`config.mk`:
```
export PLATFORM = sky130hd
export DESIGN_NAME = cpu5_lsu
export DESIGN_NICKNAME = d
export VERILOG_FILES = /design/src/rtl/cpu5_lsu.sv
export SDC_FILE = /design/constraint.sdc
export NUM_CORES = 1
export LEC_CHECK = 0
export ABC_AREA = 1
export CORE_MARGIN = 4
export CORE_UTILIZATION = 48
export DETAILED_ROUTE_END_ITERATION = 16
export PLACE_DENSITY = 0.93
export RECOVER_POWER = 25
export SLEW_MARGIN = 20
export SYNTH_ARGS = -nofsm -noshare
export SYNTH_HDL_FRONTEND = slang
export SYNTH_SLANG_ARGS = --single-unit
export TNS_END_PERCENT = 50
```
`constraint.sdc`:
```
create_clock -name clk -period 5.12 [get_ports clk]
set_input_delay 0.512 -clock clk [delete_from_list [all_inputs] [get_ports clk]]
set_output_delay 0.512 -clock clk [all_outputs]
set_load 0.05 [all_outputs]
```
`src/rtl/cpu5_lsu.sv`:
```
// Load/store unit: one core memory op -> one granted, split-response bus transaction.
// Optional misalignment trap enabled by defining CPU5_LSU_MISALIGN_TRAP_EN.
module cpu5_lsu #(
    parameter int XLEN    = 32,
    parameter int TIMEOUT = 255
) (
    input  logic            clk,
    input  logic            reset,
    input  logic            req_valid,
    input  logic            req_we,
    input  logic [1:0]      req_size,
    input  logic            req_unsigned,
    input  logic [XLEN-1:0] req_addr,
    input  logic [XLEN-1:0] req_wdata,
    output logic            stall,
    output logic            rsp_valid,
    output logic [XLEN-1:0] rsp_rdata,
    output logic            rsp_err,
    output logic            misalign,
    output logic            bus_req,
    output logic            bus_we,
    output logic [XLEN-1:0] bus_addr,
    output logic [3:0]      bus_be,
    output logic [XLEN-1:0] bus_wdata,
    input  logic            bus_gnt,
    input  logic            bus_rvalid,
    input  logic [XLEN-1:0] bus_rdata,
    input  logic            bus_err
);

    typedef enum logic [1:0] {S_IDLE, S_REQ, S_WAIT, S_RESP} state_t;

    localparam int CNT_W = (TIMEOUT > 1) ? $clog2(TIMEOUT + 1) : 1;
    localparam logic [CNT_W-1:0] CNT_LAST = CNT_W'((TIMEOUT > 0) ? TIMEOUT - 1 : 0);

    state_t            state_q, state_d;
    logic [CNT_W-1:0]  cnt_q, cnt_d;
    logic              we_q, we_d;
    logic [1:0]        size_q, size_d;
    logic              uns_q, uns_d;
    logic [1:0]        off_q, off_d;
    logic              rsp_valid_q, rsp_valid_d;
    logic              rsp_err_q, rsp_err_d;
    logic              misalign_q, misalign_d;
    logic [XLEN-1:0]   rsp_rdata_q, rsp_rdata_d;
    logic              bus_req_q, bus_req_d;
    logic              bus_we_q, bus_we_d;
    logic [XLEN-1:0]   bus_addr_q, bus_addr_d;
    logic [3:0]        bus_be_q, bus_be_d;
    logic [XLEN-1:0]   bus_wdata_q, bus_wdata_d;

    logic [3:0]        be_new;
    logic [XLEN-1:0]   wdata_new;
    logic [4:0]        shamt;
    logic [XLEN-1:0]   rd_shift;
    logic [XLEN-1:0]   load_ext;

    // Lane selection for the incoming request; size 2'b11 behaves as a word.
    always_comb begin
        be_new    = 4'b1111;
        wdata_new = req_wdata;
        case (req_size)
            2'b00: begin
                be_new    = 4'b0001 << req_addr[1:0];
                wdata_new = {4{req_wdata[7:0]}};
            end
            2'b01: begin
                be_new    = 4'b0011 << {req_addr[1], 1'b0};
                wdata_new = {2{req_wdata[15:0]}};
            end
            default: ;
        endcase
    end

    // Load alignment uses the size/offset captured at issue, not the live request.
    always_comb begin
        shamt = 5'd0;
        case (size_q)
            2'b00:   shamt = {off_q, 3'b000};
            2'b01:   shamt = {off_q[1], 4'b0000};
            default: shamt = 5'd0;
        endcase
        rd_shift = bus_rdata >> shamt;
        case (size_q)
            2'b00:   load_ext = uns_q ? {24'd0, rd_shift[7:0]}  : {{24{rd_shift[7]}}, rd_shift[7:0]};
            2'b01:   load_ext = uns_q ? {16'd0, rd_shift[15:0]} : {{16{rd_shift[15]}}, rd_shift[15:0]};
            default: load_ext = rd_shift;
        endcase
    end

    always_comb begin
        state_d     = state_q;
        cnt_d       = cnt_q;
        we_d        = we_q;
        size_d      = size_q;
        uns_d       = uns_q;
        off_d       = off_q;
        rsp_valid_d = 1'b0;
        rsp_err_d   = 1'b0;
        misalign_d  = 1'b0;
        rsp_rdata_d = rsp_rdata_q;
        bus_req_d   = bus_req_q;
        bus_we_d    = bus_we_q;
        bus_addr_d  = bus_addr_q;
        bus_be_d    = bus_be_q;
        bus_wdata_d = bus_wdata_q;

        case (state_q)
            S_IDLE: begin
                if (req_valid) begin
                    we_d   = req_we;
                    size_d = req_size;
                    uns_d  = req_unsigned;
                    off_d  = req_addr[1:0];
`ifdef CPU5_LSU_MISALIGN_TRAP_EN
                    if ((req_size == 2'b01 && req_addr[0]) ||
                        (req_size[1] && req_addr[1:0] != 2'b00)) begin
                        state_d     = S_RESP;
                        rsp_valid_d = 1'b1;
                        rsp_err_d   = 1'b1;
                        misalign_d  = 1'b1;
                        rsp_rdata_d = '0;
                    end else begin
                        state_d     = S_REQ;
                        bus_req_d   = 1'b1;
                        bus_we_d    = req_we;
                        bus_addr_d  = {req_addr[XLEN-1:2], 2'b00};
                        bus_be_d    = be_new;
                        bus_wdata_d = wdata_new;
                    end
`else
                    state_d     = S_REQ;
                    bus_req_d   = 1'b1;
                    bus_we_d    = req_we;
                    bus_addr_d  = {req_addr[XLEN-1:2], 2'b00};
                    bus_be_d    = be_new;
                    bus_wdata_d = wdata_new;
`endif
                end
            end
            S_REQ: begin
                if (bus_gnt) begin
                    state_d   = S_WAIT;
                    bus_req_d = 1'b0;
                    bus_we_d  = 1'b0;
                    cnt_d     = '0;
                end
            end
            S_WAIT: begin
                cnt_d = cnt_q + CNT_W'(1);
                if (bus_rvalid) begin
                    state_d     = S_RESP;
                    rsp_valid_d = 1'b1;
                    rsp_err_d   = bus_err;
                    rsp_rdata_d = (we_q || bus_err) ? '0 : load_ext;
                end else if (TIMEOUT != 0 && cnt_q == CNT_LAST) begin
                    state_d     = S_RESP;
                    rsp_valid_d = 1'b1;
                    rsp_err_d   = 1'b1;
                    rsp_rdata_d = '0;
                end
            end
            S_RESP: begin
                state_d = S_IDLE;
                cnt_d   = '0;
            end
            default: state_d = S_IDLE;
        endcase
    end

    always_ff @(posedge clk or posedge reset) begin
        if (reset) begin
            state_q     <= S_IDLE;
            cnt_q       <= '0;
            we_q        <= 1'b0;
            size_q      <= 2'b00;
            uns_q       <= 1'b0;
            off_q       <= 2'b00;
            rsp_valid_q <= 1'b0;
            rsp_err_q   <= 1'b0;
            misalign_q  <= 1'b0;
            rsp_rdata_q <= '0;
            bus_req_q   <= 1'b0;
            bus_we_q    <= 1'b0;
            bus_addr_q  <= '0;
            bus_be_q    <= 4'b0000;
            bus_wdata_q <= '0;
        end else begin
            state_q     <= state_d;
            cnt_q       <= cnt_d;
            we_q        <= we_d;
            size_q      <= size_d;
            uns_q       <= uns_d;
            off_q       <= off_d;
            rsp_valid_q <= rsp_valid_d;
            rsp_err_q   <= rsp_err_d;
            misalign_q  <= misalign_d;
            rsp_rdata_q <= rsp_rdata_d;
            bus_req_q   <= bus_req_d;
            bus_we_q    <= bus_we_d;
            bus_addr_q  <= bus_addr_d;
            bus_be_q    <= bus_be_d;
            bus_wdata_q <= bus_wdata_d;
        end
    end

    // The core may advance only in the cycle the response is presented.
    assign stall     = req_valid & (state_q != S_RESP);
    assign rsp_valid = rsp_valid_q;
    assign rsp_err   = rsp_err_q;
    assign misalign  = misalign_q;
    assign rsp_rdata = rsp_rdata_q;
    assign bus_req   = bus_req_q;
    assign bus_we    = bus_we_q;
    assign bus_addr  = bus_addr_q;
    assign bus_be    = bus_be_q;
    assign bus_wdata = bus_wdata_q;

endmodule

```
==> results of run 1 <==
final cells by class:
class | instances | area, µm² | area share
sequential | 118 | 2950 | 0.355
tap | 143 | 179 | 0.0215
clock buffer | 23 | 468 | 0.0562
inverter | 59 | 226 | 0.0272
clock inverter | 9 | 125 | 0.0150
timing repair buffer | 210 | 2100 | 0.252
multi-input combinational | 499 | 2270 | 0.273
layout by cell type (no fill, tap or decap), drive strengths merged, types with 2 or more instances in the layout:
cell           netlist  layout
o22ai                2       2
dfrtp              118     118
o21ai               57      57
nand3               49      49
nand2              288     288
buf                 20       2
bufinv               0       3
clkbuf              15      23
nor4                 2       2
clkinv               1       4
nor3                 4       4
clkinvlp             0       2
nor2                37      37
inv                 58      59
conb                 1       3
o211ai               9       9
a31oi                9       9
clkdlybuf4s50        0     207
ha                   7       7
a21oi               29      29
tightest hold or removal path, delay by kind of cell, from the launching register on:
kind,cells,cell delay [ns]
simple gates,2,0.10
flops,1,0.34
flip-flops by register name, summed over array words and instances (netlist names), 2 cells and up:
name / flops
bus_addr: 30
bus_be: 4
bus_wdata: 32
cnt_q: 8
off_q: 2
rsp_rdata: 32
size_q: 2
state_q: 2
per-layer routing:
metal	track usage	up-vias	share of wire
li1	-	2650	-
met1	0.303	2650	0.38
met2	0.419	303	0.49
met3	0.0933	43	0.099
met4	0.106	0	0.025
met5	0	-	0
worst paths after layout:
check	end	slack, ns	depth (start not counted)
hold reg to reg	rsp_rdata[13]	0.48	2
max in group asynchronous	rsp_rdata[21]	3.44	3
setup / recovery	rsp_rdata[22]	2.47	8
hold / removal	rsp_rdata[13]	0.48	2
min in group asynchronous	bus_addr[23]	0.72	2
setup reg to reg	rsp_rdata[22]	2.47	8
power by group through the flow:
stage | Sequential (W) | Combinational [W] | Clock (W)
6_report | 0.00160 | 0.00335 | 0.00120
5_1_grt | 0.00164 | 0.00357 | 0.00126
4_1_cts | 0.00159 | 0.00336 | 0.00122
3_5_place_dp | 0.00159 | 0.00333 | 0
3_3_place_gp | 0.00159 | 0.00326 | 0
2_1_floorplan | 0.00281 | 0.00104 | 0
through the flow:
stage	setup WS (ns)	hold slack, ns	utilization
after global routing	2.21	0.487	0.729
after floorplan	1.48	0.453	-
after CTS	2.51	0.480	0.728
final	2.47	0.478	0.729
after global placement	2.29	0.461	0.676
after detailed placement	2.28	0.465	0.676
logic make-up (layout without fill, tap and decap cells):
| family | after synthesis | in the layout |
|---|---|---|
| compound gates | 108 | 108 |
| fa+ha+maj | 7 | 7 |
| buf+inv | 94 | 301 |
| flops | 118 | 118 |
| other cells | 1 | 3 |
| simple gates | 381 | 381 |
==> results by group, run 1 <==
Outcome
  • Status: finished clean

Power
  • Logic pwr share: 0.545
  • Power per cell area: 739 nW/µm²
  • Sequential power share: 0.260
  • Total power: 0.00615 W
  • LEAKAGE: 4.06 nW
  • P_int: 0.00316 W
  • Switch Pwr: 0.00299 W
  • Switching Fraction: 0.486
  • Worst VDD drop: 522 µV
  • Clock power frac: 0.195

STA
  • Unrepaired setup endpoints after global routing: false
  • Max-slew violation count: 0
  • Final setup viols: 0
  • Final Hold Fails: 0
  • Setup TNS: 0 ns
  • Slew HR: 0.322
  • Worst clock skew: 0.00880 ns
  • Max Freq: 377 MHz
  • Tmin final: 2.65 ns
  • Crit share post-route: 0.519
  • Worst-Margin Slew: 1.02 ns

Synth
  • Async set or reset register ratio after synthesis: 1.00
  • Primary FF master, synth: dfrtp_1
  • Post-synth cell types: 31
  • Syn avg cell area: 7.93 µm²
  • Post-synth EDFFs: 0
  • Yosys reg bits: 118
  • Adder-Cell Fraction of Synth Area: 0.0156
  • Sequential area share after synthesis: 0.525
  • Gate Count Post-Synth: 709
  • Post-synthesis simple-gate area fraction: 0.282
  • Synth area leaders: dfrtp_1, nand2_1, o21ai_0, nand3_1, inv_1
  • Post-synthesis xor/xnor area fraction: 0
  • Multiplexer share of the synthesized area: 0
  • Count leader, synth: nand2_1
  • Syn Std Cell Area: 5620 µm²
  • Synth Warn #: 0
  • Synth area leader: dfrtp_1
  • Largest family of logic cells by synthesized area: simple AND/OR/NAND/NOR gates
  • Synth Area in Compound Gates: 0.103
  • Post-synth top area share: 0.525
  • Synth top cells by count: nand2_1, dfrtp_1, inv_1

Routing
  • Routed len/inst: 16.1 µm
  • Drt initial violations: 567
  • TritonRoute pass-1 iters: 6
  • DR vias/cell: 5.32
  • Vias: 5646
  • Post-route DRC: 0
  • ANT nets after route: 0
  • WL final: 17100 µm

Setup path
  • CP endpoint kind: flip-flop
  • Critical Path Source: state_q[0]
  • Top delay family on crit path: buffers and inverters
  • CP Launch Type: flip-flop
  • Crit Path Max Fanout: 17
  • CP most frequent cell: inv_1
  • Largest stage delay, worst path: 0.66 ns
  • WS Path Type: flip-flop to flip-flop
  • Critical path data required time: 5.47 ns
  • Worst Path Buf+Inv: 3
  • Crit path DAT: 3.01 ns
  • Worst-path cell chain: inv_1 -> ha_1 -> nand4_1 -> inv_1 -> o21ai_0 -> inv_1 -> nand2_2 -> nand2_1
  • Slowest CP cell: inv_1
  • Reg2reg start: state_q[0]

Place
  • Gpl congestion: 0.870
  • Port bufs: 208
  • Placed insts: 1029
  • DP HPWL: 11600 µm
  • Post-place instance area: 7720 µm²

Hold path
  • Hold Crit Class: flip-flop to flip-flop
  • Min-delay src: rsp_rdata[13]

Global routing
  • Initial antenna violation count: 0
  • Vias in the first global route: 5507
  • GR Util All Layers: 0.255
  • Global-route wire length before repair: 26700 µm
  • Total congestion overflow: 0
  • Pin count of the biggest net entering global routing: 87

Cells and area
  • Design Area, Final: 8320 µm²
  • # fillers: 812
  • Area Overhead vs Synth: 48.0%
  • Share of cells above drive strength 1: 0.0545
  • Inserted Diodes: 0
  • Post-route insts no fill: 1061
  • Nets: 1018

CTS
  • Clock latency on the worst-skew pair: 0.42 ns
  • Setup Buffers After CTS: 0
  • Hold Buf Count CTS: 0
  • CTS buffer count: 17
  • Clock Path Buffers: 2
  • Cells resized by post-CTS repair: 0
  • Clock root cell: clkbuf_16
  • CTS tree: yes
  • Clk slew on worst S/H paths: 0.06 ns
  • CTS sink count: 118
  • H-Tree Level Count: 4

Floorplan
  • Die area: 13500 µm²
  • Initial Util: 0.492
  • Core area: 11400 µm²
  • Die X: 116 µm
  • Io pins: 212
  • Die height: 116 µm
  • Row Count: 39

Flow run
  • # Max-Cap Violations: 0
Note: power is estimated with default switching activity, not from simulation.
==> inputs of run 2 (changes only) <==
CORE_UTILIZATION = 45   (was 48)
PLACE_DENSITY = 0.88   (was 0.93)
clock period = 2.6 ns   (was 5.12 ns; I/O delays follow)
==> run 2 against run 1 <==
Against the previous run:
- the run now ends with capacitance limit, slew limit left
- die area is 6.2% higher
- non-clock buffer count rose by 5
- largest power group unchanged
- wire length fell by 4.5%
- largest cell class unchanged
- register-to-register slack lost 1.8 ns
==> results by group, run 2 (synthesis results as in run 1) <==
Cells and area
  • Area Overhead vs Synth: 50.2%
  • Commonest non-fill, non-tap cell in the layout: nand2_1
  • Most frequent cells in the layout: nand2_1, clkdlybuf4s50_1, dfrtp_1
  • # fillers: 958 (+18%)
  • Share of cells above drive strength 1: 0.0628 (+0.00837)
  • Inserted Diodes: 0 (unchanged)
  • Nets: 1023 (+0.49%)
  • Final Core Density: 0.697 (-0.0316)

Global routing
  • Pin count of the biggest net entering global routing: 119 (+37%)
  • Initial antenna violation count: 0 (unchanged)
  • GR Util All Layers: 0.232 (-0.0228)
  • Global-route wire length before repair: 26600 µm (-0.15%)
  • Total congestion overflow: 0 (unchanged)
  • Vias in the first global route: 5439 (-1.2%)

Setup path
  • CP Launch Type: flip-flop
  • WS Path Type: flip-flop to output pin
  • R2r setup slk: 0.69 ns (-1.78 ns)
  • CP Capture Point: stall
  • Critical Path Source: state_q[0]
  • Worst reg2reg path depth: 8 (unchanged)
  • Largest stage delay, worst path: 0.82 ns (+0.16 ns)
  • CP endpoint kind: output pin
  • Critical path data required time: 2.34 ns (-3.13 ns)
  • Crit Path Max Fanout: 4 (-13)
  • Slowest CP cell: clkdlybuf4s50_1
  • Worst-path cell chain: ha_1 -> nor2_1 -> clkdlybuf4s50_1
  • R2r endpoint: rsp_rdata[29]
  • Crit path DAT: 1.96 ns (-1.05 ns)
  • Reg2reg start: size_q[1]

Place
  • Gpl congestion: 0.856 (-1.6%)
  • Port bufs: 208 (unchanged)
  • DP HPWL: 11600 µm (+0.24%)

CTS
  • Clock latency on the worst-skew pair: 0.41 ns (about the same)
  • CTS sink count: 118 (unchanged)
  • Cells resized by post-CTS repair: 0 (unchanged)
  • H-Tree Level Count: 4 (unchanged)
  • Clock root cell: clkbuf_16
  • Setup Buffers After CTS: 0 (unchanged)
  • CTS tree: yes
  • Clock Path Buffers: 2 (unchanged)
  • Hold Buf Count CTS: 0 (unchanged)
  • Clk slew on worst S/H paths: 0.06 ns (about the same)
  • CTS buffer count: 17 (unchanged)

Routing
  • Met1 wire length: 6500 µm (-1.2%)
  • ANT nets after route: 0 (unchanged)
  • DR vias/cell: 5.04 (-5.3%)
  • DR WL met3: 1670 µm (-2.1%)
  • Post-route DRC: 0 (unchanged)
  • Met2 Wirelength: 7930 µm (-5.9%)
  • WL final: 16400 µm (-4.5%)
  • TritonRoute pass-1 iters: 5 (-1)
  • Routed len/inst: 15.0 µm (-7.1%)
  • Highest metal used: met4
  • Drt initial violations: 489 (-14%)
  • Vias: 5500 (-2.6%)

Power
  • Total power: 0.0122 W (+98%)
  • Worst VDD drop: 886 µV (+70%)
  • Power per cell area: 1440 nW/µm² (+95%)
  • LEAKAGE: 4.09 nW (+0.67%)

Floorplan
  • Io pins: 212 (unchanged)
  • Die height: 120 µm (+3.1%)
  • Die area: 14300 µm² (+6.2%)
  • Row Count: 40 (+2.6%)
  • Initial Util: 0.464 (-0.0282)
  • Core area: 12100 µm² (+6.1%)
  • Die X: 120 µm (+3.1%)

STA
  • Slew HR: -0.0698 (-0.392)
  • Tmin final: 2.22 ns
  • Crit share post-route: 0.855
  • Worst-Margin Slew: 1.60 ns (+0.589 ns)
  • Worst clock skew: 0.0115 ns (+0.00272 ns)
  • Max Freq: 450 MHz
  • Unrepaired setup endpoints after global routing: false
  • Final Hold Fails: 0 (unchanged)
  • Setup TNS: 0 ns (unchanged)
  • Final setup viols: 0 (unchanged)
  • Max-slew violation count: 119 (+119)
  • Final hold slack: 0.383 ns (-0.0953 ns)

Hold path
  • Hold Crit Class: primary input to flip-flop

Outcome
  • Failing checks: capacitance limit, slew limit
  • Status: finished, violations left

Flow run
  • # Max-Cap Violations: 1 (+1)
## run 2: cell types whose count changed in the layout (fill, tap and decap cells not counted), sizes merged
| cell | before | now |
|---|---|---|
| clkinv | 4 | 1 |
| buf | 2 | 6 |
| clkinvlp | 2 | 7 |
| inv | 59 | 58 |
## run 2: layout make-up
| class | instances | area [µm²] | share of cell area |
|---|---|---|---|
| Clock inverter | 10 | 144 | 0.0170 |
| Multi-Input combinational cell | 499 | 2270 | 0.269 |
| Timing Repair Buffer | 215 | 2150 | 0.254 |
| Clock buffer | 22 | 494 | 0.0585 |
| Sequential cell | 118 | 2950 | 0.350 |
| Inverter | 59 | 225 | 0.0267 |
| Tap cell | 168 | 210 | 0.0249 |
## run 2: power breakdown
group	total (W)	internal, W	switching (W)	leakage (nW)
combinational	0.00654	0.00207	0.00447	2.31
sequential	0.00315	0.00263	0.000518	1.49
clock	0.00249	0.00164	0.000851	0.293
## run 2: worst min-delay path by stage
stage                       from            to  depth (start not counted)
floorplan             bus_rvalid       rsp_err                          1
global placement    rsp_rdata[7]  rsp_rdata[7]                          2
detailed placement  rsp_rdata[7]  rsp_rdata[7]                          2
CTS                 req_addr[27]  bus_addr[27]                          3
global route        req_addr[24]  bus_addr[24]                          3
finish              req_addr[27]  bus_addr[27]                          3
## run 2: worst max-delay path: cells and delay by family, from the launching register on
family | cells | cell delay (ns)
adder cells (fa/ha/maj) | 1 | 0.22
buffers and inverters | 1 | 0.82
flip-flops | 1 | 0.41
AND/OR/NAND/NOR | 1 | 0.11
## run 2: metal layers
| layer | global-route usage | vias up |
|---|---|---|
| met5 | 0 | - |
| met4 | 0.0816 | 0 |
| met3 | 0.0839 | 20 |
| met2 | 0.387 | 253 |
| met1 | 0.279 | 2569 |
| li1 | - | 2658 |
## run 2: per-stage QoR
stage / instance area [µm²] / setup WS, ns / std cells
6_report: 8440 / 0.377 / 1091
5_1_grt: 8440 / 0.313 / 1091
4_1_cts: 8460 / 0.364 / 1091
3_5_place_dp: 7820 / 0.613 / 1059
3_3_place_gp: 7820 / 0.637 / 1059
2_1_floorplan: 5630 / 0.899 / 711
